==> src/rtl/crc_slot_scheduler.sv <==
// crc_slot_scheduler: round-robin owner of the shared serial CRC slot.
// Optional macro SCHED_ABORT_EN: dropping Req of the winner aborts its frame.
module crc_slot_scheduler #(
  parameter int NREQ       = 4,
  parameter int IW         = 2,
  parameter int FRAME_BITS = 20,
  parameter int CW         = 5,
  parameter int GAP        = 2
) (
  input  logic            Clk,
  input  logic            Reset,
  input  logic            En,
  input  logic [NREQ-1:0] Req,
  output logic [NREQ-1:0] Grant,
  output logic            Busy,
  output logic [CW-1:0]   BitIdx,
  output logic            FrameStart,
  output logic            FrameEnd,
  output logic            Aborted
);

  typedef enum logic [1:0] {
    S_IDLE = 2'd0,
    S_SEND = 2'd1,
    S_GAP  = 2'd2
  } state_t;

  localparam logic [CW-1:0] LAST_BIT = CW'(FRAME_BITS - 1);
  localparam logic [CW-1:0] LAST_GAP = CW'((GAP > 0) ? GAP - 1 : 0);
  localparam logic [IW-1:0] LAST_RST = IW'(NREQ - 1);
  localparam state_t        S_DONE   = (GAP == 0) ? S_IDLE : S_GAP;

  state_t          r_state, w_state_nxt;
  logic [NREQ-1:0] r_grant, w_grant_nxt;
  logic [CW-1:0]   r_bit, w_bit_nxt;
  logic [CW-1:0]   r_gap, w_gap_nxt;
  logic [IW-1:0]   r_last, w_last_nxt;
  logic [IW-1:0]   r_win, w_win_nxt;
  logic [IW-1:0]   w_pick;
  logic [NREQ-1:0] w_onehot;
  logic            w_bit_end;
  logic            w_gap_end;
  logic            w_send;
`ifdef SCHED_ABORT_EN
  logic            r_abort, w_abort_nxt;
  logic            w_drop;
`endif

  // Scan from the requester after the last served one, wrapping mod NREQ.
  function automatic logic [IW-1:0] f_pick(
    input logic [IW-1:0]   last,
    input logic [NREQ-1:0] req
  );
    logic [IW-1:0] p;
    int            k;
    p = last;
    for (int i = NREQ; i >= 1; i--) begin
      k = (int'(last) + i) % NREQ;
      if (req[k]) p = IW'(k);
    end
    return p;
  endfunction

  assign w_pick    = f_pick(r_last, Req);
  assign w_onehot  = {{(NREQ-1){1'b0}}, 1'b1} << w_pick;
  assign w_bit_end = (r_bit == LAST_BIT);
  assign w_gap_end = (r_gap == LAST_GAP);
  assign w_send    = (r_state == S_SEND);
`ifdef SCHED_ABORT_EN
  assign w_drop    = w_send && !Req[r_win] && !(En && w_bit_end);
`endif

  // Next-state and next-register values; everything holds by default.
  always_comb begin
    w_state_nxt = r_state;
    w_grant_nxt = r_grant;
    w_bit_nxt   = r_bit;
    w_gap_nxt   = r_gap;
    w_last_nxt  = r_last;
    w_win_nxt   = r_win;
`ifdef SCHED_ABORT_EN
    w_abort_nxt = 1'b0;
`endif
    case (r_state)
      S_IDLE: begin
        if (|Req) begin
          w_win_nxt   = w_pick;
          w_grant_nxt = w_onehot;
          w_bit_nxt   = '0;
          w_state_nxt = S_SEND;
        end
      end
      S_SEND: begin
`ifdef SCHED_ABORT_EN
        if (w_drop) begin
          w_grant_nxt = '0;
          w_bit_nxt   = '0;
          w_gap_nxt   = '0;
          w_abort_nxt = 1'b1;
          w_last_nxt  = r_win;
          w_state_nxt = S_DONE;
        end else
`endif
        if (En) begin
          if (w_bit_end) begin
            w_grant_nxt = '0;
            w_bit_nxt   = '0;
            w_gap_nxt   = '0;
            w_last_nxt  = r_win;
            w_state_nxt = S_DONE;
          end else begin
            w_bit_nxt = r_bit + CW'(1);
          end
        end
      end
      S_GAP: begin
        if (En) begin
          if (w_gap_end) begin
            w_gap_nxt   = '0;
            w_state_nxt = S_IDLE;
          end else begin
            w_gap_nxt = r_gap + CW'(1);
          end
        end
      end
      default: begin
        w_state_nxt = S_IDLE;
        w_grant_nxt = '0;
        w_bit_nxt   = '0;
        w_gap_nxt   = '0;
      end
    endcase
  end

  // State and datapath registers with asynchronous clear.
  always_ff @(posedge Clk or negedge Reset) begin
    if (!Reset) begin
      r_state <= S_IDLE;
      r_grant <= '0;
      r_bit   <= '0;
      r_gap   <= '0;
      r_last  <= LAST_RST;
      r_win   <= '0;
`ifdef SCHED_ABORT_EN
      r_abort <= 1'b0;
`endif
    end else begin
      r_state <= w_state_nxt;
      r_grant <= w_grant_nxt;
      r_bit   <= w_bit_nxt;
      r_gap   <= w_gap_nxt;
      r_last  <= w_last_nxt;
      r_win   <= w_win_nxt;
`ifdef SCHED_ABORT_EN
      r_abort <= w_abort_nxt;
`endif
    end
  end

  assign Grant      = r_grant;
  assign Busy       = (r_state != S_IDLE);
  assign BitIdx     = r_bit;
  assign FrameStart = w_send && En && (r_bit == '0);
  assign FrameEnd   = w_send && En && w_bit_end;
`ifdef SCHED_ABORT_EN
  assign Aborted    = r_abort;
`else
  assign Aborted    = 1'b0;
`endif

endmodule

==> config.mk <==
export PLATFORM = sky130hd
export DESIGN_NAME = crc_slot_scheduler
export DESIGN_NICKNAME = d
export VERILOG_FILES = /design/src/rtl/crc_slot_scheduler.sv
export SDC_FILE = /design/constraint.sdc
export NUM_CORES = 1
export LEC_CHECK = 0
export CAP_MARGIN = 5
export CORE_MARGIN = 2
export CORE_UTILIZATION = 50
export DETAILED_ROUTE_END_ITERATION = 8
export PLACE_DENSITY_LB_ADDON = 0.1
export SYNTH_ARGS = -nofsm -noshare
export SYNTH_HDL_FRONTEND = slang
export SYNTH_SLANG_ARGS = --single-unit
export TNS_END_PERCENT = 50
==> constraint.sdc <==
create_clock -name Clk -period 4.1 [get_ports Clk]
set_input_delay 0.82 -clock Clk [delete_from_list [all_inputs] [get_ports Clk]]
set_output_delay 0.82 -clock Clk [all_outputs]
set_load 0.05 [all_outputs]
==> summary.md, run 1 <==
| Metric | Value |
|---|---|
| Clk buf depth | `2` |
| CP max stage cell | `clkdlybuf4s50_1` |
| Post-synthesis sequential area ratio | `0.439` |
| Post-synthesis adder-cell area fraction | `0.0437` |
| Hold Path Stages | `1` |
| Syn_area_per_cell | `around 10 um2` |
| Non-Filler Instances | `approximately 160` |
| Crit-path max cell delay | `0.79 ns` |
| Startpoint Class | `input port` |
| Final Max Tran Viols | `0` |
| Flop2flop setup slack | `between 2 and 2.5 ns` |
| Hold Fails Final Rpt | `0` |
| Vias in the first global route | `approximately 900` |
| DR pass1 iterations | `4` |
| Fin crit period | `approximately 3.6 ns` |
| Largest family of logic cells by synthesized area | `simple AND/OR/NAND/NOR gates` |
| Clock latency on the worst-skew pair | `a little over 0.3 ns` |
| Antenna cells | `0` |
| Overall routing resource usage | `0.203` |
| Detailed Route Iter0 Violations | `18` |
| Core Footprint | `roughly 2200 um2` |
| Initial antenna violation count | `0` |
| Crit Path Class | `in -> out` |
| CP top delay family | `buffers and inverters` |
| First-pass GRT wire length | `about 4100 um` |
| Synth-to-Final Area Change | `18.8%` |
| Worst path cell trace | `clkdlybuf4s50_1 > nor3b_1 > and4b_1 > clkdlybuf4s50_1` |
| Largest net degree at the start of global routing | `21` |
| Hold buffer count at CTS | `0` |
| Multiplexer area fraction after synthesis | `0.0284` |
| Crit path buf inv count | `2` |
| Clock transition at the registers of the reported paths | `between 0.1 and 0.15 ns` |
| CP startpoint | `En` |
| TritonCTS clock tree | `done` |
| Gp weighted congestion | `~0.76` |
| Nets | `between 100 and 150` |
| Sink Count | `20` |
| Number of cells on the critical path | `4` |
| Synth Area in Compound Gates | `0.182` |
| P per Cell Area | `between 600 and 700 nW/um2` |
| Most used cell along the critical path | `clkdlybuf4s50_1` |
| Ys flop type | `dfrtp_1` |
| PortBufs | `18` |
| Slew of the pin with the lowest slew margin | `0.871 ns` |
| Worst R2R Path Depth | `4` |
| Reg-to-Reg End | `Grant[0]` |
| Initial Util | `0.523` |
| CTS-repair resized insts | `0` |
| Ys async rst share | `1.00` |
| Slew margin rel. | `0.418` |
| # Max-Cap Violations | `0` |
| Crit path to | `FrameStart` |
| DR vias/cell | `5.45` |
| Status | `finished clean` |
| Critical Path AT | `2.80 ns` |
| Required @ worst endpoint | `3.28 ns` |
| Setup bufs post-CTS | `0` |
| Num CTS Buffers | `3` |
| #FFs+latches synth | `20` |
| Post-synth EDFFs | `0` |
| Syn nets | `128` |
| Io pins | `20` |
| RSZ-0062 raised after global routing | `no` |
| Grt total ovfl | `0` |
| Placed insts | `approximately 160` |
| Root Buffer | `clkbuf_4` |
| Die height | `~52 um` |
| Synth Area in XOR/XNOR | `0.00764` |
| Wirelength, routed | `~2200 um` |
| Maximum VDD drop | `roughly 0.67 mV` |
| Leak Pwr | `0.607 nW` |
| # rows | `17` |
| Post-synthesis simple-gate area fraction | `0.229` |
| Hpwl dp | `1660 um` |
| Die area | `approximately 2700 um2` |
| Via count | `between 800 and 900` |
| Syn Inst Count | `around 120` |
| Final Skew | `between 0.01 and 0.015 ns` |
| Layout cell share with drive strength beyond 1 | `0.0977` |
| Final setup fails | `0` |
| Setup TNS | `0 ns` |
| Worst min path class | `reg -> reg` |
| Number of synthesis warnings | `0` |
| Drt wl/cell | `about 14 um` |
| Netlist Area Pre-Place | `between 1000 and 1500 um2` |
| Die width | `slightly above 50 um` |
| CP Capture Type | `primary output` |
| Cell variety after synth | `44` |
| Max Freq | `about 0.28 GHz` |
| CP max FO | `5` |
| Antenna-violating nets left | `0` |
| # H-tree levels | `1` |
| Worst reg2reg startpoint | `r_last[1]` |
| Period utilization | `0.883` |
| DRC Markers | `0` |
## worst min path at each step
| stage | end | from | slack, ns |
|---|---|---|---|
| 2_1_floorplan | r_win[0] | r_win[0] | 0.44 |
| 3_3_place_gp | r_win[0] | r_win[0] | 0.47 |
| 3_5_place_dp | r_win[1] | r_win[1] | 0.47 |
| 4_1_cts | r_win[1] | r_win[1] | 0.50 |
| 5_1_grt | r_win[1] | r_win[1] | 0.52 |
| 6_report | r_win[1] | r_win[1] | 0.50 |
## final cells by class
cell class | instances | area [um2]
Sequential cell | 20 | 503
Clock inverter | 1 | 30.0
Fill cell | 192 | 830
Multi-Input combinational cell | 84 | 567
Timing Repair Buffer | 18 | 178
Tap cell | 28 | 35.0
Clock buffer | 3 | 22.5
Inverter | 7 | 26.3
## synthesized netlist by cell type (all sizes together) (2+ instances only)
library cell | n | share of area
dfrtp | 18 | 0.39
o21ai | 10 | 0.044
a21oi | 8 | 0.035
inv | 7 | 0.023
nand2 | 7 | 0.023
or3 | 6 | 0.033
buf | 5 | 0.040
nand3 | 5 | 0.022
ha | 4 | 0.044
nor2 | 4 | 0.013
a21o | 3 | 0.020
nand2b | 3 | 0.016
nor3b | 3 | 0.020
o31ai | 3 | 0.020
and2 | 2 | 0.013
and3 | 2 | 0.011
dfstp | 2 | 0.046
mux2 | 2 | 0.020
o21a | 2 | 0.020
or2 | 2 | 0.013
## report_power, final
group | switching, mW | leakage, nW | internal [mW]
clock | 0.0618 | 0.0279 | 0.0988
sequential | 0.0678 | 0.247 | 0.265
combinational | 0.279 | 0.332 | 0.172
total | 0.408 | 0.607 | 0.536
## through the flow
| stage | instance area (um2) | hold WS [ns] | utilization | power [mW] | setup WS, ns |
|---|---|---|---|---|---|
| floorplan | 1150 | 0.443 | - | 0.660 | 1.60 |
| global placement | 1310 | 0.469 | 0.597 | 0.776 | 0.525 |
| detailed placement | 1310 | 0.473 | 0.597 | 0.788 | 0.493 |
| CTS | 1360 | 0.504 | 0.621 | 0.954 | 0.483 |
| global route | 1360 | 0.519 | 0.621 | 1.01 | 0.375 |
| finish | 1360 | 0.505 | 0.621 | 0.944 | 0.480 |
## routing by layer
layer,global-route usage,share of wire,wire [um]
met1,0.287,0.47,1060
met2,0.314,0.48,1080
met5,0,0,0
met4,0.0351,0.0040,9
met3,0.0575,0.040,91
## kinds of logic after synthesis
family,after synthesis
AND/OR/NAND/NOR,43
AO/OA/AOI/OAI,32
flip-flops,20
buffers and inverters,13
adder cells (fa/ha/maj),4
multiplexers,3
other,1
XOR/XNOR,1
## placed cells by master, fill, tap and decap left out, types with 2 or more instances in the layout
cell type	instances
dfrtp_1	18
clkdlybuf4s50_1	17
o21ai_0	10
a21oi_1	8
inv_1	7
nand2_1	7
or3_1	6
nand3_1	5
nor2_1	4
ha_1	4
nor3b_1	3
o31ai_1	3
a21o_1	3
nand2b_1	3
clkbuf_4	3
and3_1	2
mux2_2	2
dfstp_2	2
## registers in the layout, indices dropped and copies added, names as in the netlist
name / cells
r_win: 2
r_last: 2
BitIdx: 5
r_state: 2
Grant: 4
r_gap: 5
Power figures use the tool's default switching activity.
==> inputs of run 2 (changes only) <==
clock period = 3.7 ns   (was 4.1 ns; I/O delays follow)
==> run 2 against run 1 <==
Compared with the run above: count of clock-buffer cells in the layout did not move; highest routed layer unchanged; worst setup slack improved by 0.14 ns; sequential power rose by 9.9%; cell count did not move; clock power rose by 12%; clock skew fell by 0.0064 ns; die area did not move.
==> summary.md, run 2 (synthesis gave the netlist of run 1 again) <==
| Metric | Value |
|---|---|
| Non-Filler Instances | `161 (unchanged)` |
| Hold Fails Final Rpt | `0 (unchanged)` |
| CP Capture Type | `primary output` |
| Hpwl dp | `1670 um (+0.61%)` |
| RSZ-0062 raised after global routing | `no` |
| Worst Hold End | `r_win[0]` |
| Max Freq | `0.325 GHz` |
| Flop2flop setup slack | `1.87 ns (-0.46 ns)` |
| First-pass GRT wire length | `3740 um (-8.6%)` |
| Via count | `901 (+2.6%)` |
| Layout cell share with drive strength beyond 1 | `0.105 (+0.00752)` |
| Overall routing resource usage | `0.190 (-0.0132)` |
| Final setup fails | `0 (unchanged)` |
| Required @ worst endpoint | `2.96 ns (-0.32 ns)` |
| Die width | `51.9 um (unchanged)` |
| Crit Path Class | `in -> out` |
| Slew of the pin with the lowest slew margin | `0.892 ns (+0.0215 ns)` |
| CP max FO | `5 (unchanged)` |
| Critical Path AT | `2.34 ns (-0.46 ns)` |
| Final Skew | `0.00705 ns (-0.00637 ns)` |
| Setup bufs post-CTS | `0 (unchanged)` |
| Drt wl/cell | `13.7 um (-1.6%)` |
| Antenna cells | `0 (unchanged)` |
| Leak Pwr | `0.612 nW (+0.75%)` |
| Die height | `51.9 um (unchanged)` |
| Slew margin rel. | `0.403 (-0.0144)` |
| TritonCTS clock tree | `done` |
| Sink Count | `20 (unchanged)` |
| P per Cell Area | `763 nW/um2 (+10%)` |
| DP Area | `1320 um2 (+0.76%)` |
| Hold buffer count at CTS | `0 (unchanged)` |
| Io pins | `20 (unchanged)` |
| Wirelength, routed | `2210 um (-1.6%)` |
| Nets | `145 (unchanged)` |
| Hold Path Stages | `2 (+1)` |
| CTS-repair resized insts | `0 (unchanged)` |
| # rows | `17 (unchanged)` |
| PortBufs | `18 (unchanged)` |
| Grt total ovfl | `0 (unchanged)` |
| Vias in the first global route | `833 (-5.7%)` |
| Maximum VDD drop | `0.482 mV (-28%)` |
| Status | `finished clean` |
| Detailed Route Iter0 Violations | `12 (-6)` |
| Design Area, Final | `1370 um2 (+0.74%)` |
| Worst R2R Path Depth | `4 (unchanged)` |
| Most frequent cells in the layout | `dfrtp_1 (18), clkdlybuf4s50_1 (16), o21ai_0 (10)` |
| CP max stage cell | `clkdlybuf4s50_1` |
| Initial antenna violation count | `0 (unchanged)` |
| Hold_sp | `r_win[0]` |
| Fin crit period | `between 3 and 4 ns` |
| Core Footprint | `2190 um2 (unchanged)` |
| # H-tree levels | `1 (unchanged)` |
| Final Max Tran Viols | `0 (unchanged)` |
| DRC Markers | `0 (unchanged)` |
| Crit-path max cell delay | `0.55 ns (-0.24 ns)` |
| # Max-Cap Violations | `0 (unchanged)` |
| DR vias/cell | `5.60 (+2.6%)` |
| Root Buffer | `clkbuf_4` |
| Worst path cell trace | `clkdlybuf4s50_1 > nor3b_1 > and3_1 > and2_1 > buf_12` |
| Num CTS Buffers | `3 (unchanged)` |
| Reg-to-Reg End | `Grant[0]` |
| Worst min path class | `reg -> reg` |
| Synth-to-Final Area Change | `19.7%` |
| Placed insts | `157 (unchanged)` |
| Antenna-violating nets left | `0 (unchanged)` |
| Most common cell after layout, fill and taps aside | `dfrtp_1` |
| Largest net degree at the start of global routing | `21 (unchanged)` |
| Period utilization | `0.831` |
| Startpoint Class | `input port` |
| Clk buf depth | `2 (unchanged)` |
| Initial Util | `0.523 (unchanged)` |
| Clock latency on the worst-skew pair | `0.31 ns (about the same)` |
| Worst reg2reg startpoint | `r_last[1]` |
| CP top delay family | `simple AND/OR/NAND/NOR gates` |
| DR pass1 iterations | `6 (+2)` |
| Crit path buf inv count | `2 (unchanged)` |
| Gp weighted congestion | `0.705 (-7.7%)` |
| Setup TNS | `0 ns (unchanged)` |
| Die area | `2690 um2 (unchanged)` |
| Clock transition at the registers of the reported paths | `0.12 ns (about the same)` |
-- run 2: how the worst max path moves through the flow --
stage,end,slack [ns],depth (start not counted),start
final,FrameEnd,0.62,5,En
after CTS,FrameEnd,0.65,5,En
after detailed placement,FrameEnd,0.67,5,En
after global routing,FrameEnd,0.53,5,En
after global placement,FrameEnd,0.70,5,En
after floorplan,FrameEnd,1.36,4,En
-- run 2: per-stage QoR --
step	total power [mW]	util	setup slack (ns)	hold slack, ns
after global routing	1.11	0.626	0.526	0.527
after detailed placement	0.873	0.602	0.665	0.481
after CTS	1.06	0.626	0.647	0.494
after global placement	0.861	0.602	0.701	0.476
final	1.05	0.626	0.624	0.488
after floorplan	0.732	-	1.36	0.443
-- run 2: routing by layer --
layer,share of wire,GRT usage,wire (um),vias to the layer above
li1,-,-,-,445
met1,0.46,0.252,1010,430
met2,0.49,0.295,1080,20
met3,0.038,0.0402,85,6
met4,0.018,0.0877,39,0
met5,0,0,0,-
-- run 2: area by class of cell --
| cell class | instances | area [um2] |
|---|---|---|
| Clock buffer | 3 | 22.5 |
| Clock inverter | 1 | 30.0 |
| Fill cell | 198 | 820 |
| Inverter | 7 | 26.3 |
| Multi-Input combinational cell | 84 | 567 |
| Sequential cell | 20 | 503 |
| Tap cell | 28 | 35.0 |
| Timing Repair Buffer | 18 | 188 |
-- run 2: worst reg2reg max path: stages (launching register included) --
cell	delay, ns
dfstp_2	0.61
mux2i_1	0.23
nor2_1	0.07
a311oi_1	0.61
a32o_1	0.26
-- run 2: report_power, final --
part	switching (mW)	internal (mW)
Clock	0.0709	0.110
Combinational	0.311	0.191
Sequential	0.0715	0.293
==> inputs of run 3 (changes only) <==
CORE_UTILIZATION = 46   (was 50)
clock period = 2.7 ns   (was 3.7 ns; I/O delays follow)
==> run 3 against run 2 <==
Compared with the run above: hold slack gained 0.0083 ns; first-iteration DRC count increased by 17%; flip-flop and latch count stayed put; design area rose by 1.0%; critical path depth is the same; total power increased by 32%; register-to-register slack got worse by 0.98 ns; die area rose by 8.0%; count of clock-buffer cells in the layout is 1 higher; worst setup slack lost 0.49 ns; non-clock buffer count up 2.
==> summary.md, run 3 (synthesis gave the netlist of run 1 again) <==
| Metric | Value |
|---|---|
| Die area | `2910 um2 (+8.0%)` |
| Worst R2R Path Depth | `4 (unchanged)` |
| Final Skew | `0.00406 ns (-0.00299 ns)` |
| RSZ-0062 raised after global routing | `no` |
| Most frequent cells in the layout | `dfrtp_1 (18), clkdlybuf4s50_1 (16), o21ai_0 (10)` |
| Die height | `53.9 um (+3.9%)` |
| Core Footprint | `2410 um2 (+10%)` |
| Area of the multi-input gates | `567 um2 (unchanged)` |
| Slew margin rel. | `0.502 (+0.0987)` |
| Clock latency on the worst-skew pair | `0.30 ns (about the same)` |
| Detailed Route Iter0 Violations | `14 (+2)` |
| CP Capture Type | `primary output` |
| Filler cells | `215 (+8.6%)` |
| Vias in the first global route | `833 (unchanged)` |
| Clock transition at the registers of the reported paths | `0.11 ns (about the same)` |
| Grt total ovfl | `0 (unchanged)` |
| Hold buffer count at CTS | `0 (unchanged)` |
| CP max stage cell | `clkdlybuf4s50_1` |
| Max Freq | `between 0.3 and 0.4 GHz` |
| Sink Count | `20 (unchanged)` |
| Final Max Tran Viols | `0 (unchanged)` |
| Design Area, Final | `1390 um2 (+1.0%)` |
| CTS-repair resized insts | `0 (unchanged)` |
| Largest net degree at the start of global routing | `21 (unchanged)` |
| DP Area | `1350 um2 (+2.3%)` |
| Initial Util | `0.476 (-0.0475)` |
| Num CTS Buffers | `3 (unchanged)` |
| Clk buf depth | `2 (unchanged)` |
| Hold Path Stages | `2 (unchanged)` |
| Initial antenna violation count | `0 (unchanged)` |
| DRC Markers | `0 (unchanged)` |
| Drt wl/cell | `13.0 um (-5.1%)` |
| Leak Pwr | `0.618 nW (+0.97%)` |
| PortBufs | `18 (unchanged)` |
| Required @ worst endpoint | `2.16 ns (-0.80 ns)` |
| Hold Fails Final Rpt | `0 (unchanged)` |
| # Max-Cap Violations | `0 (unchanged)` |
| Antenna-violating nets left | `0 (unchanged)` |
| Fin crit period | `about 2.6 ns` |
| TritonCTS clock tree | `done` |
| Finished Core Util | `0.575 (-0.0512)` |
| # H-tree levels | `1 (unchanged)` |
| Overall routing resource usage | `0.178 (-0.0117)` |
| Critical Path AT | `2.02 ns (-0.32 ns)` |
| Die width | `53.9 um (+3.9%)` |
| FF/Latch Area | `503 um2 (unchanged)` |
| Maximum VDD drop | `0.753 mV (+56%)` |
| Crit Path Class | `in -> out` |
| Antenna cells | `0 (unchanged)` |
| DR vias/cell | `5.44 (-2.7%)` |
| Startpoint Class | `input port` |
| Hpwl dp | `1610 um (-3.6%)` |
| Setup TNS | `0 ns (unchanged)` |
| Status | `finished clean` |
| P per Cell Area | `996 nW/um2 (+30%)` |
| Period utilization | `0.950` |
| CP max FO | `5 (unchanged)` |
| Setup bufs post-CTS | `0 (unchanged)` |
| Slew of the pin with the lowest slew margin | `0.742 ns (-0.150 ns)` |
| Io pins | `20 (unchanged)` |
| Gp weighted congestion | `0.749 (+6.1%)` |
| Worst path cell trace | `clkdlybuf4s50_1 > nor3b_1 > and3_1 > and2_1 > buf_12` |
| # rows | `18 (+1)` |
| Hold WS | `0.496 ns (+0.00832 ns)` |
| Synth-to-Final Area Change | `20.9%` |
| Root Buffer | `clkbuf_4` |
| Wirelength, routed | `2150 um (-2.7%)` |
| Crit-path max cell delay | `0.55 ns (about the same)` |
| DR pass1 iterations | `4 (-2)` |
| Final setup fails | `0 (unchanged)` |
| Worst min path class | `reg -> reg` |
| Via count | `898 (-0.33%)` |
| First-pass GRT wire length | `3680 um (-1.5%)` |
| Nets | `147 (+1.4%)` |
| Most common cell after layout, fill and taps aside | `dfrtp_1` |
| Layout cell share with drive strength beyond 1 | `0.119 (+0.0133)` |
==> run 3: worst max-delay path, delay by kind of cell <==
kind | cells | cell delay [ns]
buf+inv | 2 | 0.72
simple gates | 3 | 0.76
==> run 3: cell type report <==
class | instances | share of cell area
multi-input cells | 84 | 0.409
well taps | 30 | 0.0271
repair buffers | 20 | 0.155
flip-flops and latches | 20 | 0.363
clock buffers | 4 | 0.0262
inverters | 7 | 0.0190
==> run 3: per-layer routing <==
layer | vias to the layer above | wire (um) | global-route usage
met4 | 0 | 31 | 0.0897
met5 | - | 0 | 0
met2 | 11 | 975 | 0.258
li1 | 455 | - | -
met3 | 4 | 40 | 0.0333
met1 | 428 | 1100 | 0.253
==> run 3: per-stage QoR <==
| stage | power, mW | worst slack (ns) | cells |
|---|---|---|---|
| 6_report | 1.38 | 0.136 | 165 |
| 3_3_place_gp | 1.20 | 0.228 | 161 |
| 3_5_place_dp | 1.21 | 0.160 | 161 |
| 2_1_floorplan | 1.00 | 0.626 | 117 |
| 5_1_grt | 1.47 | 0.0440 | 165 |
| 4_1_cts | 1.40 | 0.158 | 165 |
==> run 3: worst paths after layout <==
check | slack, ns | startpoint | end
min in group asynchronous | 0.56 | Reset | BitIdx[4]
worst max register to register | 0.89 | r_last[1] | Grant[0]
worst max-delay path | 0.14 | En | FrameEnd
worst min register to register | 0.50 | r_win[0] | r_win[0]
max in group asynchronous | 1.87 | Reset | r_last[0]
worst min-delay path | 0.50 | r_win[0] | r_win[0]
==> run 3: where the power goes <==
group	switching, mW	leakage, nW	internal (mW)	total, mW
sequential	0.0972	0.247	0.402	0.499
clock	0.0912	0.0210	0.0822	0.173
combinational	0.427	0.350	0.280	0.707
total	0.615	0.618	0.764	1.38
==> patch, RTL diff (config.mk and constraints of run 3) <==
Change the parameter `IW` from 2 to 1.
--- a/src/rtl/crc_slot_scheduler.sv
+++ b/src/rtl/crc_slot_scheduler.sv
@@ -4,3 +4,3 @@
   parameter int NREQ       = 4,
-  parameter int IW         = 2,
+  parameter int IW         = 1,
   parameter int FRAME_BITS = 20,
Formal check against the unedited RTL: not equivalent (Yosys sat finds a counterexample within 4 cycles, from zero or initial values and one cycle with Reset low).
==> patch against run 3 <==
Via count shrank 12%. Global-route usage shrank 0.19 points. Register-to-register slack improved by 70 ps. Power down 26%. Design area shrank 12%. Clock power decreased by 9%. Sequential share of layout area is 3.3 points lower. Largest power group unchanged. Critical path type is now flip-flop to output pin. Setup slack better by 69 ps. Wire length is 11% lower. Sequential cell count is 4 lower. Synthesized area fell by 15%.
==> patch: results (changes against run 3) <==
.. list-table::
   :header-rows: 1

   * - Metric
     - Value
   * - Run status
     - finished clean
   * - Static leakage power
     - 0.545 nW (-12%)
   * - Fin nets
     - 131 (-11%)
   * - CP max FO
     - 9 (+4)
   * - Detailed placement HPWL
     - 1.45 mm (-9.7%)
   * - Clock insertion delay at the later pin of the skew report
     - 280 ps (-20 ps)
   * - Register area share after synthesis
     - 41.3% (-2.6 points)
   * - Multi-In Gates
     - 73 (-13%)
   * - Synthesized-area fraction occupied by adder cells
     - 5.14% (+0.77 points)
   * - Layout cell share with drive strength beyond 1
     - 16.8% (+5.0 points)
   * - Clock-pin slew on the worst setup and hold paths
     - 90 ps (-20 ps)
   * - Non-clock buffering overhead
     - 16.7% (+1.1 points)
   * - Peak supply drop
     - 0.000580 V (-23%)
   * - Vias in the first global route
     - 738 (-11%)
   * - Final setup skew
     - 2.39 ps (-1.66 ps)
   * - Longest individual stage delay on the worst path
     - 800 ps (+250 ps)
   * - PortBufs
     - 16 (-2)
   * - Clock buf/inv share
     - 2.99% (+0.37 points)
   * - Number of buffers other than clock buffers in the final layout
     - 19 (-5.0%)
   * - Via-to-Cell Ratio
     - 5.39 (-0.96%)
   * - Die extent in x
     - 50 µm (-7.3%)
   * - Seq area share
     - 33.1% (-3.3 points)
   * - Total global-route track usage
     - 17.7% (-0.19 points)
   * - Worst slew slack as a fraction of its limit
     - 52.4% (+2.2 points)
   * - Area after DPL
     - 1180 µm² (-13%)
   * - Global-route wire length before repair
     - 3.35 mm (-9.0%)
   * - Mean instance size in the synthesized netlist
     - 9.73 µm² (-0.63%)
   * - Count of cell types in the netlist
     - 34 (-23%)
   * - Fill cell total of the finished layout
     - 162 (-25%)
   * - Post-synthesis xor/xnor area fraction
     - 0% (-0.76 points)
   * - Cell types with the highest counts after synthesis
     - 15 x sky130_fd_sc_hd__dfrtp_1, 11 x sky130_fd_sc_hd__nand2_1, 7 x sky130_fd_sc_hd__inv_1
   * - Maximum number of pins on one net before global-route repair
     - 17 (-19%)
   * - Global placement routability congestion
     - 0.728 (-2.8%)
## patch: changes by cell type after synthesis, moves of 4 or more
cell	delta
sky130_fd_sc_hd__a21oi_1	-4
sky130_fd_sc_hd__o21ai_1	+5
sky130_fd_sc_hd__buf_4	+5
sky130_fd_sc_hd__o21ai_0	-10
sky130_fd_sc_hd__nand2_1	+4
## patch: critical path: cells and delay by family, from the launching register on
family	cells	cell delay, ps
flops	1	550
buf+inv	3	1030
simple gates	1	90
## patch: path summary, 6_finish.rpt
check / startpoint / end / slack (ps) / cells past startpoint
max: r_state[1] / Busy / 200 / 4
min: Grant[0] / Grant[0] / 510 / 2
max reg2reg: BitIdx[0] / r_gap[0] / 960 / 5
min reg2reg: Grant[0] / Grant[0] / 510 / 2
max in group asynchronous: Reset / BitIdx[4] / 1580 / 1
min in group asynchronous: Reset / r_win / 670 / 1
## patch: kinds of logic after synthesis
family | after synthesis
AND/OR/NAND/NOR | 35
AO/OA/AOI/OAI | 30
flip-flops | 16
buffers and inverters | 13
adder cells (fa/ha/maj) | 4
multiplexers | 1
other | 1
## patch: routing by layer
metal	vias to the layer above	global-route usage (%)	routed length (µm)	share of wire, %
met2	14	29.6	934	49
met1	376	21.7	907	47
met5	-	0	0	0
met3	4	3.94	62	3.2
li1	393	-	-	-
met4	0	6.94	20	1.0
## patch: power breakdown
part	switching, mW	internal [mW]
Clock	0.0750	0.0820
Combinational	0.274	0.180
Sequential	0.0893	0.327
## patch: stage by stage
stage               hold WS [ps]  util [%]
floorplan                    244         -
detailed placement           485      59.5
global route                 529      61.3
finish                       506      61.3
global placement             470      59.5
CTS                          511      61.3
